<file path="src/rtl/aes_kat_sequencer.sv">
// AES known-answer-test sequencer: latches one test vector, runs an encrypt
// then a decrypt of the captured ciphertext on an external AES core, and
// reports pass/fail with saturating tallies. Each core wait is bounded.
module aes_kat_sequencer #(
  parameter int Nk      = 4,
  parameter int Nr      = 10,
  parameter int TIMEOUT = 64,
  parameter int CNT_W   = 8
) (
  input  logic               clk,
  input  logic               reset,
  input  logic               start,
  input  logic [127:0]       pt_in,
  input  logic [127:0]       exp_ct_in,
  input  logic [Nk*32-1:0]   key_in,
  output logic               core_start,
  output logic               core_mode,
  output logic [127:0]       core_data,
  output logic [Nk*32-1:0]   core_key,
  input  logic               core_done,
  input  logic [127:0]       core_result,
  output logic               busy,
  output logic               done,
  output logic               enc_pass,
  output logic               dec_pass,
  output logic               timeout,
  output logic [CNT_W-1:0]   pass_count,
  output logic [CNT_W-1:0]   fail_count
);

  localparam int WAIT_W = $clog2(TIMEOUT + 1);

  if (!((Nk == 4 || Nk == 6 || Nk == 8) && Nr == Nk + 6)) begin : g_bad_params
    $error("aes_kat_sequencer: Nk must be 4, 6 or 8 and Nr must equal Nk+6");
  end

  typedef enum logic [2:0] {
    IDLE, ENC_REQ, ENC_WAIT, DEC_REQ, DEC_WAIT, REPORT
  } state_t;

  state_t              state_q, state_d;
  logic [127:0]        pt_q, exp_ct_q, ct_cap_q;
  logic [Nk*32-1:0]    key_q;
  logic [WAIT_W-1:0]   wait_cnt_q;
  logic                latch_en, enc_cap, dec_cap, to_hit, wait_last;

  function automatic logic [CNT_W-1:0] sat_inc(input logic [CNT_W-1:0] v);
    return (v == '1) ? v : v + 1'b1;
  endfunction

  // A WAIT state spans at most TIMEOUT cycles; a core_done in the last of
  // them is still accepted because the done branch is tested first.
  assign wait_last = (wait_cnt_q == WAIT_W'(TIMEOUT - 1));
  assign core_key  = key_q;

  // Next-state, core handshake and capture strobes.
  always_comb begin
    state_d    = state_q;
    core_start = 1'b0;
    core_mode  = 1'b0;
    core_data  = pt_q;
    busy       = 1'b1;
    latch_en   = 1'b0;
    enc_cap    = 1'b0;
    dec_cap    = 1'b0;
    to_hit     = 1'b0;
    case (state_q)
      IDLE: begin
        busy = 1'b0;
        if (start) begin
          latch_en = 1'b1;
          state_d  = ENC_REQ;
        end
      end
      ENC_REQ: begin
        core_start = 1'b1;
        state_d    = ENC_WAIT;
      end
      ENC_WAIT: begin
        if (core_done) begin
          enc_cap = 1'b1;
          state_d = DEC_REQ;
        end else if (wait_last) begin
          to_hit  = 1'b1;
          state_d = REPORT;
        end
      end
      DEC_REQ: begin
        core_start = 1'b1;
        core_mode  = 1'b1;
        core_data  = ct_cap_q;
        state_d    = DEC_WAIT;
      end
      DEC_WAIT: begin
        core_mode = 1'b1;
        core_data = ct_cap_q;
        if (core_done) begin
          dec_cap = 1'b1;
          state_d = REPORT;
        end else if (wait_last) begin
          to_hit  = 1'b1;
          state_d = REPORT;
        end
      end
      REPORT:  state_d = IDLE;
      default: state_d = IDLE;
    endcase
  end

  // Control state: FSM, wait counter, result flags, tallies and done.
  // done is registered off REPORT so it rises together with the updated
  // tallies, giving start-to-done = 4 + both core latencies.
  always_ff @(posedge clk or posedge reset) begin
    if (reset) begin
      state_q    <= IDLE;
      wait_cnt_q <= '0;
      done       <= 1'b0;
      enc_pass   <= 1'b0;
      dec_pass   <= 1'b0;
      timeout    <= 1'b0;
      pass_count <= '0;
      fail_count <= '0;
    end else begin
      state_q <= state_d;
      done    <= (state_q == REPORT);
      if (state_q == ENC_REQ || state_q == DEC_REQ)
        wait_cnt_q <= '0;
      else if (state_q == ENC_WAIT || state_q == DEC_WAIT)
        wait_cnt_q <= wait_cnt_q + 1'b1;
      if (latch_en) begin
        enc_pass <= 1'b0;
        dec_pass <= 1'b0;
        timeout  <= 1'b0;
      end
      if (enc_cap) enc_pass <= (core_result == exp_ct_q);
      if (dec_cap) dec_pass <= (core_result == pt_q);
      if (to_hit) begin
        timeout  <= 1'b1;
        enc_pass <= 1'b0;
        dec_pass <= 1'b0;
      end
      if (state_q == REPORT) begin
        if (enc_pass && dec_pass && !timeout) pass_count <= sat_inc(pass_count);
        else                                  fail_count <= sat_inc(fail_count);
      end
    end
  end

  // Test vector and captured ciphertext; cleared by reset so every output
  // reads zero while reset is held.
  always_ff @(posedge clk or posedge reset) begin
    if (reset) begin
      pt_q     <= '0;
      exp_ct_q <= '0;
      key_q    <= '0;
      ct_cap_q <= '0;
    end else begin
      if (latch_en) begin
        pt_q     <= pt_in;
        exp_ct_q <= exp_ct_in;
        key_q    <= key_in;
      end
      if (enc_cap) ct_cap_q <= core_result;
    end
  end

endmodule

</file>
<file path="config.mk">
export PLATFORM = sky130hd
export DESIGN_NAME = aes_kat_sequencer
export DESIGN_NICKNAME = d
export VERILOG_FILES = /design/src/rtl/aes_kat_sequencer.sv
export SDC_FILE = /design/constraint.sdc
export NUM_CORES = 2
export LEC_CHECK = 0
export CAP_MARGIN = 0
export CORE_MARGIN = 3
export CORE_UTILIZATION = 26
export CTS_CLUSTER_SIZE = 30
export DETAILED_ROUTE_END_ITERATION = 16
export SETUP_SLACK_MARGIN = 0.15
export SYNTH_ARGS = -nofsm -noshare
export SYNTH_HDL_FRONTEND = slang
export SYNTH_SLANG_ARGS = --single-unit
</file>
<file path="constraint.sdc">
create_clock -name clk -period 20.6 [get_ports clk]
set_input_delay 3.09 -clock clk [delete_from_list [all_inputs] [get_ports clk]]
set_output_delay 3.09 -clock clk [all_outputs]
set_load 0.03 [all_outputs]
</file>
## After elaboration in Yosys (flattened, before gate mapping)

Index checks and enable logic that the tools add are counted.

- Output and inout bits: 279
- Register bits: 542
- Word-level logic and storage cells: 69

- Eq/ne operators: 11
- Multiplexer cells: 25
- Reduce and logical (&&, ||, !) cells: 15
- Add/sub/neg operators: 3
- Bitwise gates (word level): 3

Operator list:

| operator | number |
|---|---|
| $eq A128 B128 Y1 | 2 |
| $mux W128 | 1 |
| $mux W1 | 17 |
| $add A8 B1 Y8 const B | 2 |
| $eq A8 B8 Y1 const B | 2 |
| $pmux W3 S5 | 1 |
| $mux W7 | 2 |
| $mux W3 | 4 |
| $add A7 B1 Y7 const B | 1 |
| $eq A7 B6 Y1 const B | 1 |
| $eq A3 B2 Y1 const B | 2 |
| $eq A3 B3 Y1 const B | 2 |
| $reduce_and A3 Y1 | 2 |
| $reduce_bool A3 Y1 | 2 |
| $reduce_or A2 Y1 | 3 |
| $reduce_bool A2 Y1 | 2 |
| $eq A3 B1 Y1 const B | 1 |
| $logic_not A3 Y1 | 1 |
| $not A1 Y1 | 3 |
| $logic_and A1 B1 Y1 | 2 |
| $logic_or A1 B1 Y1 | 2 |
| $ne A2 B2 Y1 const B | 1 |
| $logic_not A1 Y1 | 1 |

## Longest topological paths before layout

- Depth after elaboration: 5
- Gate-level depth with buffers: 9
- Gate-level depth less buffers: 7

## Worst setup path before layout

No wires, ideal clock.

- Path kind: reg2out
- From: register state_q[0]
- To: output core_data[33]
- Slack: 15434 ps
- Stages on the path, launching flop included: 8
- Data required time: 17510 ps
- Arrival time: 2076 ps
- Path buffers: 3
- Path through: dfrtp_1 clkbuf_1 nor2_1 nand2_1 nand2_1 clkbuf_1 clkbuf_1 o21ai_0

- Cells in the longest elaborated chain, start to end: 3

Ends and longest elaborated chain:

| what | RTL line | source |
|---|---|---|
| from (decl) | 41 | `state_t state_q, state_d;` |
| from (signal assigned) | 124 | `state_q <= state_d;` |
| $eq A3 B2 Y1 / $eq A3 B3 Y1 (equally long branches) | 67 | `case (state_q)` |
| $reduce_or A2 Y1 (no line) (*) | -- |  |
| $mux W128 (*) | 67 |  |
| to (decl) | 18 | `output logic [127:0] core_data,` |

Every way passes the cells marked *; elsewhere a longest branch is shown, timed or not.

## Final worst setup path

- From: register state_q[0]
- To: output core_data[95]

The elaborated chain is that of the path after synthesis.

==> results_dict.tcl <==
set metrics [dict create \
    syn_nets 2266 \
    path_depth 6 \
    die_height_um 313.3 \
    dieArea_um2 98180 \
    critPathMaxStageDelay_ns 0.80 \
    coreArea_um2 93470 \
    post_cts_buffers 0 \
    worst_pin_slew_ns 1.110 \
    setup_viol 0 \
    clockBufferDepth 3 \
    path_cells "nor2_1 > nand2_1 > nand2_4 > buf_4 > mux2_2 > clkdlybuf4s50_1" \
    fill_cells 8908 \
    total_power_mw 6.381 \
    synthCells 1747 \
    antenna_found_initial 24 \
    numCtsBuffers 68 \
    synthFlopType "dfrtp_1" \
    synth_seq_area_share_pct 55.23 \
    routed_wl_um 100300 \
    grt_max_degree 157 \
    synth.avg_cell_area_um2 14.06 \
    dp.cells 3738 \
    hold_path_end "ct_cap_q[39]" \
    insertion_delay_ns 0.62 \
    port_buffers 794 \
    hold_viol_final 0 \
    rows 112 \
    dp_hpwl_um 78640 \
    worstRegToRegCells 6 \
    period_share_pct 34.13 \
    min_from "ct_cap_q[39]" \
    hold_class "register to register" \
    htreeDepth 3 \
    ios 795 \
    post-synth-top-count-cell "mux2_2" \
    ys_warn_count 0 \
    rr_startpoint "state_q[2]" \
    overflow 0 \
    wl_per_cell_um 25.87 \
    arrival_ns 3.94 \
    routed_via_density 4.554 \
    instances_no_fill 3876 \
    slew_headroom_pct 25.97 \
    crit_path_max_fanout 59 \
    yosys.cell_types.count 40 \
    drtIter0Drc 876 \
    yosys-top-cells-area "dfrtp_1 (55%), mux2_2 (28%), xnor2_1 (5.1%), xor2_1 (3.9%), nand4_1 (1.2%)" \
    startpoint_type "register" \
    drtPass1Iterations 5 \
    synth-edff-count 0 \
    synth_area_um2 24560 \
    synth_top_area_cell "dfrtp_1" \
    hold_buffers 0 \
    drc 0 \
    required_ns 17.51 \
    synth_top_area_share_pct 55.23 \
    cts_resized 0 \
    grt_pass1_vias 19310 \
    r2r-end "pt_q[122]" \
    clock_skew_ns 0.02069 \
    holdPathStages 1 \
    rsz0062_at_grt "false" \
    crit_path_top_delay_cell "buf_4" \
    cts.root.buffer_cell "clkbuf_16" \
    powerDensity_nw_per_um2 176.2 \
    final_cell_area_um2 36220 \
    cts_tree "yes" \
    synth_seq_cells 542 \
    grt_pass1_wl_um 141100 \
    slew_violations 0 \
    fin_crit_ns 7.030 \
    path_class "register to primary output" \
    clkTransAtPathRegs_ns 0.05 \
    dieWidth_um 313.3 \
    cp_top_family "buffers and inverters" \
    leakage_nw 14.28 \
    grt_util_all_layers_pct 19.97 \
    syn2layout_area_growth_pct 47.48 \
    critPathCaptureType "primary output" \
    start_util_pct 26.27 \
    synth_common_cells "mux2_2 (620), dfrtp_1 (542), xnor2_1 (143), xor2_1 (109), buf_2 (51)" \
    rrSetupSlack_ns 16.69 \
    routabilityCongestion 0.8534 \
    dpl-instance-area_um2 33950 \
    setup-tns-final_ns 0 \
    via_count 17650 \
    final_nets 3073 \
    cts.sinks 542 \
    async_reset_ff_share_pct 100.0 \
    fmaxAchievable_mhz 142.2 \
    ant_nets 0 \
    drive_above_1_share_pct 29.03 \
    status "finished clean" \
    ir_drop_mv 0.1088 \
    worst-path-buf-inv 2 \
    cap_violations 0 \
]
[cell families after synthesis]
group / Yosys count / synth area share [%]
and+or+nand+nor: 172 / 3.857
muxes: 621 / 28.47
AOI/OAI and AO/OA: 56 / 1.503
DFF: 542 / 55.23
xor gates and xnor gates: 252 / 8.987
adders and majority gates: 3 / 0.1529
buffers and inverters: 101 / 1.804
[layout by cell type, fill, tap and decap left out, types with 18 or more instances in the layout]
master and count:
nand4_1 49, clkdlybuf4s50_1 794, dfrtp_1 542, o21ai_0 25, mux2_2 620, xor2_1 109, diode_2 18, xnor2_1 143
clkbuf_16 73, nand2_1 34, nor4_1 36, inv_1 23
[flip-flops by register name, summed over array words and instances, names as in the netlist, 3 cells and up]
signal      count
ct_cap_q      128
pt_q          128
core_key      128
pass_count      8
exp_ct_q      128
state_q         3
wait_cnt_q      7
fail_count      8
[power breakdown]
part           total (mW)  leakage (nW)  switching, mW  internal (mW)
Sequential           1.97          6.44          0.372           1.60
Clock                1.19          1.10          0.474          0.718
Combinational        3.22          6.74           1.70           1.52
[per-layer routing]
layer	routed length, um	global-route usage [%]
met1	41370	24.72
met2	50070	34.04
met3	6506	5.459
met4	2309	5.783
met5	34	0
[per-stage QoR]
stage,hold slack (ns),setup slack [ns],utilization [%]
finish,0.5000,13.57,38.75
global placement,0.4838,13.74,36.32
floorplan,0.4750,2.360,-
detailed placement,0.4903,13.63,36.32
global route,0.5104,13.38,38.73
CTS,0.5031,13.51,38.70
[how the worst max path moves through the flow]
| stage | startpoint | endpoint | slack, ns |
|---|---|---|---|
| after floorplan | reset | core_key[0] | 2.36 |
| after global placement | reset | ct_cap_q[70] | 13.74 |
| after detailed placement | reset | ct_cap_q[70] | 13.63 |
| after CTS | state_q[0] | core_data[46] | 13.51 |
| after global routing | state_q[0] | core_data[53] | 13.38 |
| final | state_q[0] | core_data[95] | 13.57 |
[final cells by class]
| cell class | instances | area (um2) | share of cell area [%] |
|---|---|---|---|
| Clock inverter | 16 | 116.4 | 0.3213 |
| Tap cell | 1254 | 1569 | 4.332 |
| Multi-Input combinational cell | 1104 | 10580 | 29.22 |
| Clock buffer | 104 | 2113 | 5.835 |
| Inverter | 25 | 101.3 | 0.2798 |
| Timing Repair Buffer | 813 | 8128 | 22.44 |
| Antenna cell | 18 | 45.04 | 0.1244 |
| Sequential cell | 542 | 13560 | 37.45 |
(Power assumes the default switching activity.)
